--- config.mk ---
export PLATFORM = sky130hd
export DESIGN_NAME = fifo28_ctrl
export DESIGN_NICKNAME = d
export VERILOG_FILES = /design/src/rtl/fifo28_ctrl.sv
export SDC_FILE = /design/constraint.sdc
export NUM_CORES = 1
export LEC_CHECK = 0
export CAP_MARGIN = 20
export CELL_PAD_IN_SITES_DETAIL_PLACEMENT = 0
export CELL_PAD_IN_SITES_GLOBAL_PLACEMENT = 1
export CORE_ASPECT_RATIO = 2
export CORE_MARGIN = 2
export CORE_UTILIZATION = 45
export CTS_BUF_LIST = sky130_fd_sc_hd__clkbuf_8
export DETAILED_ROUTE_END_ITERATION = 16
export PLACE_DENSITY = 0.85
export SLEW_MARGIN = 20
export SYNTH_ARGS = -nofsm -noshare
export SYNTH_HDL_FRONTEND = slang
export SYNTH_SLANG_ARGS = --single-unit
export TNS_END_PERCENT = 10
--- constraint.sdc ---
create_clock -name clk -period 3.15 [get_ports clk]
set_clock_uncertainty 0.2 [all_clocks]
set_input_delay 0.4725 -clock clk [delete_from_list [all_inputs] [get_ports clk]]
set_output_delay 0.4725 -clock clk [all_outputs]
set_load 0.005 [all_outputs]
--- src/rtl/fifo28_ctrl.sv ---
// fifo28_ctrl
//   Flow controller for a DEPTH-stage, 48-bit delay line. The datapath itself
//   has no reset. A tag shift register travels alongside the data and marks
//   which stages hold real samples. The tags drive out_valid, the occupancy
//   count and the frame sequencing.
//
// Ports
//   clk          single clock, rising edge
//   rst          asynchronous reset, active low
//   frame_start  1-cycle pulse, opens a frame (honoured only in IDLE)
//   in_valid     upstream sample present
//   in_last      with in_valid: final sample of the frame
//   in_ready     sample accepted this cycle when in_valid is also high
//   out_ready    downstream accepts the delay-line output
//   out_valid    delay-line output stage holds a real sample
//   flush        synchronous abort back to IDLE
//   shift_en     advance every delay-line stage by one
//   occupancy    number of real samples in the delay line (0..DEPTH)
//   state_o      IDLE=0, FILL=1, RUN=2, DRAIN=3
//   frame_done   1-cycle pulse when a drain completes
//
// state | meaning
// ------+---------------------------------------------------------------
// IDLE  | no frame open; wait for frame_start
// FILL  | accepting samples; the line is not yet full
// RUN   | line full; each accepted sample pushes one sample out
// DRAIN | last sample taken; shift bubbles in until every tag is clear

module fifo28_ctrl #(
    parameter int DEPTH = 28,
    parameter int CNT_W = 5
) (
    input  logic             clk,
    input  logic             rst,
    input  logic             frame_start,
    input  logic             in_valid,
    input  logic             in_last,
    output logic             in_ready,
    input  logic             out_ready,
    output logic             out_valid,
    input  logic             flush,
    output logic             shift_en,
    output logic [CNT_W-1:0] occupancy,
    output logic [1:0]       state_o,
    output logic             frame_done
);

    typedef enum logic [1:0] {
        S_IDLE  = 2'd0,
        S_FILL  = 2'd1,
        S_RUN   = 2'd2,
        S_DRAIN = 2'd3
    } state_t;

    localparam logic [CNT_W-1:0] OCC_FULL = CNT_W'(DEPTH);

    state_t             state_q;
    state_t             state_d;
    logic [DEPTH-1:0]   tag_q;
    logic [CNT_W-1:0]   occ_q;
    logic [CNT_W-1:0]   occ_d;
    logic               pass;
    logic               accept;
    logic               tags_empty;

    assign out_valid  = tag_q[DEPTH-1];
    // The output stage may only move when it is empty or being consumed.
    assign pass       = !tag_q[DEPTH-1] || out_ready;
    assign tags_empty = (tag_q == '0);
    assign occupancy  = occ_q;
    assign state_o    = state_q;

    always_comb begin
        in_ready   = 1'b0;
        accept     = 1'b0;
        shift_en   = 1'b0;
        frame_done = 1'b0;
        occ_d      = occ_q;
        state_d    = state_q;

        in_ready = ((state_q == S_FILL) || (state_q == S_RUN)) && pass && !flush;
        accept   = in_valid && in_ready;
        // In DRAIN each shift inserts a bubble; the insert bit equals accept.
        shift_en = accept || ((state_q == S_DRAIN) && pass && !flush);

        if (shift_en) begin
            if (accept && !tag_q[DEPTH-1] && (occ_q != OCC_FULL)) begin
                occ_d = occ_q + CNT_W'(1);
            end else if (!accept && tag_q[DEPTH-1] && (occ_q != '0)) begin
                occ_d = occ_q - CNT_W'(1);
            end
        end

        case (state_q)
            S_IDLE: begin
                if (frame_start) begin
                    state_d = S_FILL;
                end
            end
            S_FILL: begin
                // in_last wins over reaching full.
                if (accept) begin
                    if (in_last) begin
                        state_d = S_DRAIN;
                    end else if (occ_d == OCC_FULL) begin
                        state_d = S_RUN;
                    end
                end
            end
            S_RUN: begin
                if (accept && in_last) begin
                    state_d = S_DRAIN;
                end
            end
            S_DRAIN: begin
                if (tags_empty) begin
                    state_d    = S_IDLE;
                    frame_done = 1'b1;
                end
            end
            default: begin
                state_d = S_IDLE;
            end
        endcase

        if (flush) begin
            state_d    = S_IDLE;
            occ_d      = '0;
            frame_done = 1'b0;
        end
    end

    always_ff @(posedge clk or negedge rst) begin
        if (!rst) begin
            state_q <= S_IDLE;
            occ_q   <= '0;
            tag_q   <= '0;
        end else begin
            state_q <= state_d;
            occ_q   <= occ_d;
            if (flush) begin
                tag_q <= '0;
            end else if (shift_en) begin
                tag_q <= {tag_q[DEPTH-2:0], accept};
            end
        end
    end

endmodule

==> results of run 1 <==
[cells by family after synthesis]
logic type,share of synthesized area [%]
DFF,45.22
muxes,1.615
buffers and inverters,4.522
AOI/OAI and AO/OA,15.50
adders and majority gates,4.522
and+or+nand+nor,27.26
xor gates and xnor gates,1.357
[cells in the final DEF (no fill, tap or decap), types with 2 or more instances in the layout]
| cell | count |
|---|---|
| dfrtp_1 | 35 |
| buf_4 | 10 |
| nand3_1 | 5 |
| or3_1 | 2 |
| nor2_1 | 5 |
| o21ai_0 | 2 |
| mux2i_1 | 2 |
| nor4_1 | 7 |
| ha_1 | 7 |
| nand2_1 | 62 |
| a211oi_1 | 2 |
| clkbuf_8 | 7 |
| o311a_1 | 2 |
| nand4b_1 | 2 |
| xnor2_1 | 3 |
| and3_1 | 4 |
| inv_1 | 9 |
| nor4b_1 | 2 |
| clkdlybuf4s50_1 | 16 |
| nor4bb_1 | 3 |
| nor3_1 | 7 |
| a21oi_1 | 33 |
[layer usage]
layer	wire, um	up-vias	share of wire [%]
met5	0	-	0
met4	99	0	2.2
met3	81	8	1.8
met2	2496	22	55
met1	1825	842	41
li1	-	833	-
[worst reg2reg max path, delay by kind of cell, from the launching register on]
kind            cells  cell delay (ns)
fa+ha+maj           1             0.24
buf+inv             2             0.33
simple gates        2             0.36
compound gates      2             0.52
mux                 2             0.47
flops               1             0.48
[area by class of cell]
| cell class | count | share of cell area (%) |
|---|---|---|
| sequential | 35 | 38.27 |
| timing repair buffer | 27 | 10.66 |
| multi-input combinational | 169 | 42.54 |
| clock inverter | 1 | 0.1640 |
| inverter | 8 | 1.312 |
| tap | 52 | 2.843 |
| clock buffer | 7 | 4.210 |
[report_power, final]
group	internal [mW]	switching, mW
clock network	0.196	0.155
registers	0.465	0.0106
logic	0.155	0.222
[timing repair]
| action | CTS | global route |
|---|---|---|
| resized for setup | 1 | 0 |
| setup endpoints to repair | 1 | 0 |
| setup buffers | 0 | 0 |
[state kept, by name, indices dropped and copies added (netlist names)]
| name | count |
|---|---|
| state_o | 2 |
| tag_q | 28 |
| occupancy | 5 |
[stage by stage]
stage	worst slack, ns	hold WS (ns)	area (um2)	cells	total power [mW]
after floorplan	0.5654	-0.02309	1937	225	0.7206
after global placement	0.2921	0.3227	2190	291	0.8579
after detailed placement	0.2786	0.3334	2190	291	0.8638
after CTS	0.2657	0.3418	2288	299	1.219
after global routing	0.1341	0.3664	2288	299	1.285
final	0.2642	0.3374	2288	299	1.204
[path summary, 6_finish.rpt]
check / start / end / slack [ns] / depth (start not counted)
hold reg to reg: tag_q[23] / tag_q[24] / 0.34 / 2
setup / recovery: tag_q[24] / frame_done / 0.26 / 4
min in group asynchronous: rst / tag_q[20] / 0.39 / 2
max in group asynchronous: rst / tag_q[4] / 2.04 / 2
hold / removal: tag_q[23] / tag_q[24] / 0.34 / 2
setup reg to reg: occupancy[1] / state_o[0] / 0.50 / 9
==> out/results.ini, run 1 <==
[global_routing]
gr-usage-met2_pct=38.36
grt-busiest-layer=met2
grt_util_met1_pct=22.57
antenna_found_initial=0
grt_first_pass_wirelength_um=7866
overflow=0
gr-usage-met3_pct=2.778
gr-usage-all-layers_pct=20.75
grt_pass1_vias=1740
grt_max_degree=36

[route]
dr.pass1.iters=4
drt-initial-drc-count=19
drc=0
wl_per_cell_um=15.06
vias=1705
final_antenna_net_count=0
finalWirelength_um=4503
via_per_inst=5.702

[hold_path]
hold_class=flip-flop to flip-flop

[sta]
tns_ns=0
timing.fmax_ghz=0.3465
drv_slew=0
finalHoldViolations=0
max-slew-margin-rel_pct=70.10
tightestPinTransition_ns=0.4485
post-route-period-util_pct=91.61
setup_viol=0
fin_crit_ns=2.886
rsz0062_at_grt=no

[power_and_ir_drop]
power_density_mw_per_mm2=526.2
vdd_drop_max_uv=268.4
p_leak_nw=0.9742

[cts]
postCtsHoldBufs=0
cts_made_buffers=5
clk_latency_ns=0.29
cts_root_buffer=clkbuf_8
cts_tree=yes
cts_sinks=35
clk_path_buf_depth=2
cts.clk_slew.worst_paths_ns=0.07
h-tree-depth=2

[floorplan]
die_w_um=50.39
boundaryPins=18
initial_core_util_pct=46.91
fp.coreArea_mm2=0.004129
die_h_um=96.78
fp.dieArea_mm2=0.004877
fp-row-count=33

[worst_setup_path]
worstPathCellList=or4_1 -> or3_1 -> nor4b_1 -> dlygate4sd2_1
cpMaxStageDelayCell=or4_1
slowest_delay_ns=0.56
arrival_ns=2.21
worst_setup_path_start_kind=flip-flop
crit_type=flip-flop to primary output
cp.required_ns=2.48
end_kind=primary output
cp_num_buf_inv=1
critical_path.top_delay_family=simple AND/OR/NAND/NOR gates
cp_max_fo=3

[synth]
synthArstFlopShare_pct=100.0
synth_common_cells=nand2_1 (62), dfrtp_1 (35), a21oi_1 (33), clkbuf_1 (10), inv_1 (8)
synth_seq_cells=35
seq_area_frac_synth_pct=45.22
yosysTopAreaCell=dfrtp_1
ys.flop_type=dfrtp_1
synth_fp_nets=239
synthCells=225
ys_types=42
synth_most_common_cell=nand2_1
synth_enable_flop_cells=0
netlist_area_mm2=0.001937
ys.warnings.count=0
synth_top_area_share_pct=45.22
synth.avg_cell_area_um2=8.608
synthTopCellsByArea=dfrtp_1 (45%), nand2_1 (12%), a21oi_1 (8.5%), ha_1 (4.5%), nor4_1 (2.3%)

[cells_and_area]
nets=260
syn_to_final_growth_pct=18.15
regArea_um2=875.8
multi_input_area_um2=973.4
fillers=409
drive_gt1_share_pct=8.502
diodes=0
fin_util_pct=55.42

[run]
cap_violations=0

[placement]
port-buffer-count=17
hpwl_um=3166
gp_congestion=0.7863

[status]
outcome=completed

(Power assumes the default switching activity.)
==> run 2, diff against run 1 <==
- CORE_UTILIZATION: 45 -> 43
- CTS_BUF_LIST: sky130_fd_sc_hd__clkbuf_8 -> sky130_fd_sc_hd__clkbuf_16
- PLACE_DENSITY: 0.85 -> 0.82
==> run 2 against run 1 <==
Sequential share of layout area down 1.4 points; non-clock buffer count rose by 2; via count down 1.2%; power increased by 17%; flip-flop and latch count did not move; hold slack barely moved; combinational power up 2%; maximum frequency is 1.0% higher; cell count up 1.3%; clock power increased by 56%; critical path type unchanged; critical endpoint is now shift_en.
==> out/results.ini, run 2 (synthesis results as in run 1) <==
[status]
outcome=completed

[cts]
clk_latency_ns=0.28
cts_tree=yes
cts_made_buffers=5
cts_root_buffer=clkbuf_16
cts.clk_slew.worst_paths_ns=0.05
h-tree-depth=2
cts_setup_buffers=0
cts_sinks=35
clk_path_buf_depth=2

[placement]
dpl_cell_area_mm2=0.002207
hpwl_um=3200
placed_cells=295
port-buffer-count=17
place_ws_ns=0.2629
gp_congestion=0.7721

[cells_and_area]
diodes=0
final_area_mm2=0.002374
mostFrequentLayoutCell=nand2_1
instances_no_fill=303
multi_input_area_um2=973.4
regArea_um2=875.8
final_cell_mix=nand2_1 (62), dfrtp_1 (35), a21oi_1 (33)
nets=262
drive_gt1_share_pct=9.237
largest_register=tag_q
largest_reg_flops=28
fillers=430
syn_to_final_growth_pct=22.55

[worst_setup_path]
cpMaxStageDelayCell=clkdlybuf4s50_1
r2r-start=occupancy[0]
worst_setup_path_start_kind=flip-flop
cp.required_ns=2.48
cp_max_fo=5
timing.rr.end=state_o[0]
critical_path.top_delay_family=buffers and inverters
cp_common_cell=inv_1
reg2reg_depth=9
end_kind=primary output
cp_num_buf_inv=3
ff2ff_setup_slack_ns=0.48
worstPathCellList=inv_1 -> ha_1 -> a21oi_1 -> or3_1 -> inv_1 -> clkdlybuf4s50_1
arrival_ns=2.18
slowest_delay_ns=0.53
crit_type=flip-flop to primary output

[sta]
tns_ns=0
rsz0062_at_grt=no
setup_slack_ns=0.2934
timing.fmax_ghz=0.3501
whs_ns=0.3375
setup_viol=0
fin_crit_ns=2.857
tightestPinTransition_ns=0.4432
max-slew-margin-rel_pct=70.45
finalHoldViolations=0
post-route-period-util_pct=90.69
drv_slew=0

[power_and_ir_drop]
vdd_drop_max_uv=417.7
power_density_mw_per_mm2=592.7
p_leak_nw=1.023

[hold_path]
hp-start=tag_q[26]
hold_path_end=tag_q[27]
whs_path_depth=2
hold_class=flip-flop to flip-flop

[global_routing]
antenna_found_initial=0
grt_pass1_vias=1638
grt_first_pass_wirelength_um=7500
gr-usage-all-layers_pct=19.26
grt_max_degree=36
overflow=0

[route]
wl_per_cell_um=14.80
via_per_inst=5.558
vias=1684
finalWirelength_um=4484
final_antenna_net_count=0
drc=0
dr.pass1.iters=4
drt-initial-drc-count=28

[floorplan]
fp.dieArea_mm2=0.005089
fp-row-count=34
die_h_um=98.91
initial_core_util_pct=44.64
die_w_um=51.46
fp.coreArea_mm2=0.004339
boundaryPins=18

[run]
cap_violations=0

## run 2: cell count changes in the layout (fill, tap and decap cells not counted), sizes merged
cell / previous run / this run
bufinv: 0 / 1
clkinv: 0 / 2
inv: 9 / 8
dlygate4sd2: 1 / 0
clkbuf: 7 / 5
dlymetal6s2s: 0 / 1
buf: 10 / 12
## run 2: layout make-up
cell class / instances / share of cell area, %
sequential: 35 / 36.90
clock buffer: 5 / 5.271
multi-input combinational: 169 / 41.01
inverter: 8 / 1.265
tap: 54 / 2.847
timing repair buffer: 29 / 11.07
clock inverter: 3 / 1.634
## run 2: worst reg2reg max path: stages (launching register included)
cell	delay [ns]
dfrtp_1	0.50
inv_1	0.11
ha_1	0.25
a41oi_1	0.32
nand2_1	0.17
mux2_2	0.29
o32a_1	0.18
nor4_1	0.20
buf_4	0.18
mux2i_1	0.19
## run 2: power breakdown
group | internal, mW | total [mW] | switching [mW] | leakage (nW)
Combinational | 0.161 | 0.384 | 0.223 | 0.454
Clock | 0.368 | 0.546 | 0.178 | 0.0812
Sequential | 0.466 | 0.477 | 0.0106 | 0.487
Total | 0.995 | 1.41 | 0.412 | 1.02
## run 2: what timing repair did
action,4_1_cts,5_1_grt
hold buffers,0,0
resized for setup,0,1
endpoints found under the setup margin,0,1
## run 2: worst max path at each step
stage / from / depth (start not counted) / endpoint
finish: state_o[0] / 6 / shift_en
global route: state_o[0] / 6 / shift_en
CTS: tag_q[24] / 4 / frame_done
detailed placement: flush / 8 / state_o[0]
global placement: flush / 8 / state_o[0]
floorplan: state_o[0] / 9 / state_o[0]
## run 2: layer usage
metal / up-vias / part of all wire, % / GRT usage [%]
li1: 834 / - / -
met1: 822 / 40 / 22.32
met2: 19 / 56 / 34.12
met3: 9 / 1.7 / 2.727
met4: 0 / 1.7 / 8.097
met5: - / 0 / 0
## run 2: stage by stage
| stage | utilization [%] | power, mW |
|---|---|---|
| 2_1_floorplan | - | 0.7206 |
| 3_3_place_gp | 50.87 | 0.8684 |
| 3_5_place_dp | 50.87 | 0.8698 |
| 4_1_cts | 54.64 | 1.423 |
| 5_1_grt | 54.70 | 1.475 |
| 6_report | 54.70 | 1.407 |
